[config.mk]
export PLATFORM = sky130hd
export DESIGN_NAME = sram_like_arbiter
export DESIGN_NICKNAME = d
export VERILOG_FILES = /design/src/rtl/sram_like_arbiter_pkg.sv /design/src/rtl/sram_like_arbiter_rr_pick2.sv /design/src/rtl/sram_like_arbiter.sv
export SDC_FILE = /design/constraint.sdc
export NUM_CORES = 1
export LEC_CHECK = 0
export BUFFER_PORTS_ARGS = -buffer_cell sky130_fd_sc_hd__buf_4
export CAP_MARGIN = 30
export CORE_AREA = 2 2 120 122
export DETAILED_ROUTE_END_ITERATION = 10
export DIE_AREA = 0 0 122 124
export GPL_ROUTABILITY_DRIVEN = 0
export PLACE_DENSITY = 0.51
export SYNTH_ARGS = -nofsm -noshare
export SYNTH_HDL_FRONTEND = slang
export SYNTH_HIERARCHICAL = 1
export SYNTH_SLANG_ARGS = --single-unit
[constraint.sdc]
create_clock -name clk -period 2.25 [get_ports clk]
set_clock_uncertainty 0.15 [all_clocks]
set_input_delay 0.45 -clock clk [delete_from_list [all_inputs] [get_ports clk]]
set_output_delay 0.45 -clock clk [all_outputs]
set_load 0.1 [all_outputs]
[src/rtl/sram_like_arbiter_pkg.sv]
// Shared encodings for the two-master SRAM-like arbiter: FSM states, grant IDs
// and transfer size codes.
package sram_like_arbiter_pkg;

  typedef enum logic [1:0] {
    ST_IDLE = 2'd0,
    ST_REQ  = 2'd1,
    ST_WAIT = 2'd2
  } state_e;

  typedef enum logic {
    GNT_INST = 1'b0,
    GNT_DATA = 1'b1
  } gnt_e;

  localparam logic [1:0] SIZE_BYTE = 2'd0;
  localparam logic [1:0] SIZE_HALF = 2'd1;
  localparam logic [1:0] SIZE_WORD = 2'd2;

endpackage

[src/rtl/sram_like_arbiter_rr_pick2.sv]
// Two-way round-robin picker: a lone requester wins, a tie goes to the side
// that did not win last time. req[0] is the instruction side, req[1] the data side.
module rr_pick2
  import sram_like_arbiter_pkg::*;
(
  input  logic [1:0] req,
  input  gnt_e       last,
  output gnt_e       gnt
);

  // Grant selection
  always_comb begin
    gnt = GNT_INST;
    case (req)
      2'b01:   gnt = GNT_INST;
      2'b10:   gnt = GNT_DATA;
      2'b11:   gnt = (last == GNT_INST) ? GNT_DATA : GNT_INST;
      default: gnt = GNT_INST;
    endcase
  end

endmodule

[src/rtl/sram_like_arbiter.sv]
// Arbitrates an instruction and a data master onto one SRAM-like downstream
// port, keeping exactly one transaction outstanding (IDLE -> REQ -> WAIT).
module sram_like_arbiter
  import sram_like_arbiter_pkg::*;
#(
  parameter int DW = 32,
  parameter int AW = 32
) (
  input  logic          clk,
  input  logic          reset,

  input  logic          inst_req,
  input  logic          inst_wr,
  input  logic [1:0]    inst_size,
  input  logic [AW-1:0] inst_addr,
  input  logic [DW-1:0] inst_wdata,
  output logic          inst_addr_ok,
  output logic          inst_data_ok,
  output logic [DW-1:0] inst_rdata,

  input  logic          data_req,
  input  logic          data_wr,
  input  logic [1:0]    data_size,
  input  logic [AW-1:0] data_addr,
  input  logic [DW-1:0] data_wdata,
  output logic          data_addr_ok,
  output logic          data_data_ok,
  output logic [DW-1:0] data_rdata,

  output logic          mem_req,
  output logic          mem_wr,
  output logic [1:0]    mem_size,
  output logic [AW-1:0] mem_addr,
  output logic [DW-1:0] mem_wdata,
  input  logic          mem_addr_ok,
  input  logic          mem_data_ok,
  input  logic [DW-1:0] mem_rdata
);

  state_e state_r;
  gnt_e   gnt_r;
  gnt_e   last_r;
  gnt_e   pick_s;

  rr_pick2 u_pick (
    .req  ({data_req, inst_req}),
    .last (last_r),
    .gnt  (pick_s)
  );

  // Arbitration FSM; grant and round-robin history latch on leaving IDLE
  always_ff @(posedge clk or posedge reset) begin
    if (reset) begin
      state_r <= ST_IDLE;
      gnt_r   <= GNT_INST;
      last_r  <= GNT_INST;
    end else begin
      case (state_r)
        ST_IDLE: begin
          if (inst_req || data_req) begin
            gnt_r   <= pick_s;
            last_r  <= pick_s;
            state_r <= ST_REQ;
          end
        end
        ST_REQ: begin
          if (mem_addr_ok) begin
            state_r <= ST_WAIT;
          end
        end
        ST_WAIT: begin
          // a stray mem_data_ok outside WAIT falls through untouched
          if (mem_data_ok) begin
            state_r <= ST_IDLE;
          end
        end
        default: state_r <= ST_IDLE;
      endcase
    end
  end

  // Downstream request mux and per-side handshake steering
  always_comb begin
    mem_req      = 1'b0;
    mem_wr       = inst_wr;
    mem_size     = inst_size;
    mem_addr     = inst_addr;
    mem_wdata    = inst_wdata;
    inst_addr_ok = 1'b0;
    inst_data_ok = 1'b0;
    data_addr_ok = 1'b0;
    data_data_ok = 1'b0;
    if (gnt_r == GNT_DATA) begin
      mem_wr    = data_wr;
      mem_size  = data_size;
      mem_addr  = data_addr;
      mem_wdata = data_wdata;
    end else begin
      mem_wr    = inst_wr;
      mem_size  = inst_size;
      mem_addr  = inst_addr;
      mem_wdata = inst_wdata;
    end
    case (state_r)
      ST_REQ: begin
        mem_req      = 1'b1;
        inst_addr_ok = (gnt_r == GNT_INST) && mem_addr_ok;
        data_addr_ok = (gnt_r == GNT_DATA) && mem_addr_ok;
      end
      ST_WAIT: begin
        inst_data_ok = (gnt_r == GNT_INST) && mem_data_ok;
        data_data_ok = (gnt_r == GNT_DATA) && mem_data_ok;
      end
      default: mem_req = 1'b0;
    endcase
  end

  assign inst_rdata = mem_rdata;
  assign data_rdata = mem_rdata;

endmodule

==> results.toml <==
[sta]
setup_violations = 0
tightest_slew_ps = 292
post-route-period-util_pct = 97.7
setup_ws_ps = 51.6
timing.fmax_mhz = 455
rsz0062_at_grt = "no"
fin_tns_setup_ps = 0
slew_headroom_pct = 80.7
finalCriticalPeriod_ps = 2200
maxSlewViolCount = 0
finalHoldViolCount = 0

[clock_tree]
cts_max_path_buffers = 2
clkSlewWorstSetupHoldPaths_ps = 30
clockRootBuffer = "clkbuf_16"
clock_latency_ps = 220
cts_buffers = 3
cts_tree = "yes"
numClockSinks = 3
h-tree-depth = 1

[worst_setup_path]
regToRegEndpoint = "last_r$_DFFE_PP0P_"
r2r_start = "last_r$_DFFE_PP0P_"
reg2reg_depth = 3
slowest_stage = "dfrtp_4"
slowest_delay_ps = 550
worstPathArrival_ps = 1600
path_class = "reg2out"
endpoint_kind = "output pin"
cp.required_ps = 1650
startpoint_type = "flip-flop"
timing.reg2reg.setup_slack_ps = 850
crit_chain = "buf_12 -> mux2_4 -> buf_4"
crit_fanout = 24

[run]
cap_violations = 0

[drt]
vias = 1615
drt_iter0_drc = 26
drc = 0
dr.pass1.iters = 4
routedWlPerCell_um = 12.7
drt-total-wl_um = 6180
via_per_inst = 3.32
drtAntennaViolNets = 0

[pwr]
netSwitchingFraction_pct = 67.4
p_total_mw = 5.42
internal-power_mw = 1.77
power_leakage_nw = 1.70
p_sw_mw = 3.65
combPwrFrac_pct = 91.7
power.density_nw_per_um2 = 1710
p_seq_share_pct = 3.1
ir_worst_vdd_uv = 447
clockPowerShare_pct = 5.2

[grt]
grt_max_degree = 25
grt_overflow_total = 0
grt_pass1_wl_um = 7910
grt_pass1_vias = 1650
grt_use_total_pct = 6.56
antenna_found_initial = 0

[logic_synthesis]
syn_avg_cell_area_um2 = 11.4
synth.top_cells.by_area = "mux2_4 54%, buf_4 27%, buf_12 6.7%"
yosys-top-cells-count = "65 x mux2_4, 64 x buf_4, 6 x buf_12"
synth_top_area_share_pct = 54.4
synth_seq_cells = 3
synth_top_cell_by_area = "mux2_4"
ys_seq_area_share_pct = 4.19
synthArstFlopShare_pct = 100
syn_inst = 157
synth_edf_count = 0
synth_warnings = 6
synth_nets = 329
synth.most_common_cell = "mux2_4"
syn_area_um2 = 1790
synth_cell_types = 18
ys.flop_type = "dfrtp_1"

[finish]
utilization_pct = 23.0
instances_no_fill = 486
drive_above_1_share_pct = 95.8
fill_cells = 1472
num_antenna_cells = 0
fin_nets = 479
areaGrowthSynthToFinish_pct = 76.3

[floorplanning]
die-area_um2 = 15100
initial_utilization_pct = 13.1
die_w_um = 122
die_h_um = 124
rows = 43
num_io_pins = 308
core_area_um2 = 13700

[min_path]
hold_path_class = "in2reg"
hold_path_end = "state_r[0]$_DFFE_PP0P_"
worstHoldPathCells = 2
min-delay-start = "mem_addr_ok"

[placement]
preCtsSetupSlack_ps = 275
dp_hpwl_um = 5560
port_buffers = 211
placedCellCount = 481

[outcome]
status = "finished, final reports clean"
critical path: cells and delay by family (launching register included):
family	cells	cell delay (ps)
flops	1	550
buf+inv	2	480
mux	1	320
registers in the layout (all words and copies together), names as in the netlist:
name and count:
state_r 2, last_r 1
power groups by stage:
stage	clock network [mW]	registers [mW]	logic [mW]
after detailed placement	0	0.172	5.00
final	0.280	0.169	4.97
after global routing	0.290	0.184	5.10
after CTS	0.285	0.174	5.01
after floorplan	0	0.110	4.88
after global placement	0	0.169	4.99
area by class of cell:
class / instances / area [um2] / area share [%]
well taps: 180 / 225 / 7.12
clock buffers: 4 / 78.8 / 2.49
inverters: 1 / 3.75 / 0.119
repair buffers: 217 / 1660 / 52.4
multi-input cells: 81 / 1120 / 35.4
flip-flops and latches: 3 / 78.8 / 2.49
cell usage in the layout (no fill, tap or decap), drive strengths merged, types with 2 or more instances in the layout:
master / count
clkbuf: 4
nor2: 2
nor3: 2
dfrtp: 3
mux2: 68
buf: 216
what timing repair did:
action / 4_1_cts / 5_1_grt
endpoints found under the hold margin: 3 / 0
gates resized for setup: 0 / 0
hold buffers: 1 / 0
setup buffers: 0 / 0
worst max path at each step:
stage	start	slack, ps	depth (start not counted)	endpoint
after global routing	last_r$_DFFE_PP0P_	5	3	mem_addr[5]
after floorplan	state_r[0]$_DFFE_PP0P_	-3	3	inst_addr_ok
after CTS	last_r$_DFFE_PP0P_	30	3	mem_addr[7]
after global placement	last_r$_DFFE_PP0P_	300	3	mem_addr[8]
after detailed placement	last_r$_DFFE_PP0P_	270	3	mem_addr[7]
final	last_r$_DFFE_PP0P_	50	3	mem_addr[7]
cell families (layout without fill, tap and decap cells):
logic type / after synthesis / count (layout) / share of synthesized area, %
compound gates: 3 / 3 / 1.33
buf+inv: 73 / 222 / 35.0
flops: 3 / 3 / 4.19
mux: 68 / 68 / 56.3
simple gates: 10 / 10 / 3.21
stage by stage:
step | hold WS, ps | area [um2]
6_report | 284 | 3160
5_1_grt | 312 | 3160
4_1_cts | 286 | 3160
3_5_place_dp | 211 | 3070
3_3_place_gp | 222 | 3070
2_1_floorplan | 53.6 | 1820
metal layers:
layer | vias to the layer above | global-route usage [%] | part of all wire [%]
li1 | 776 | - | -
met1 | 710 | 6.60 | 33
met2 | 112 | 12.5 | 52
met3 | 17 | 2.98 | 14
met4 | 0 | 1.15 | 0.71
met5 | - | 0 | 0
Note: power is estimated with default switching activity, not from simulation.
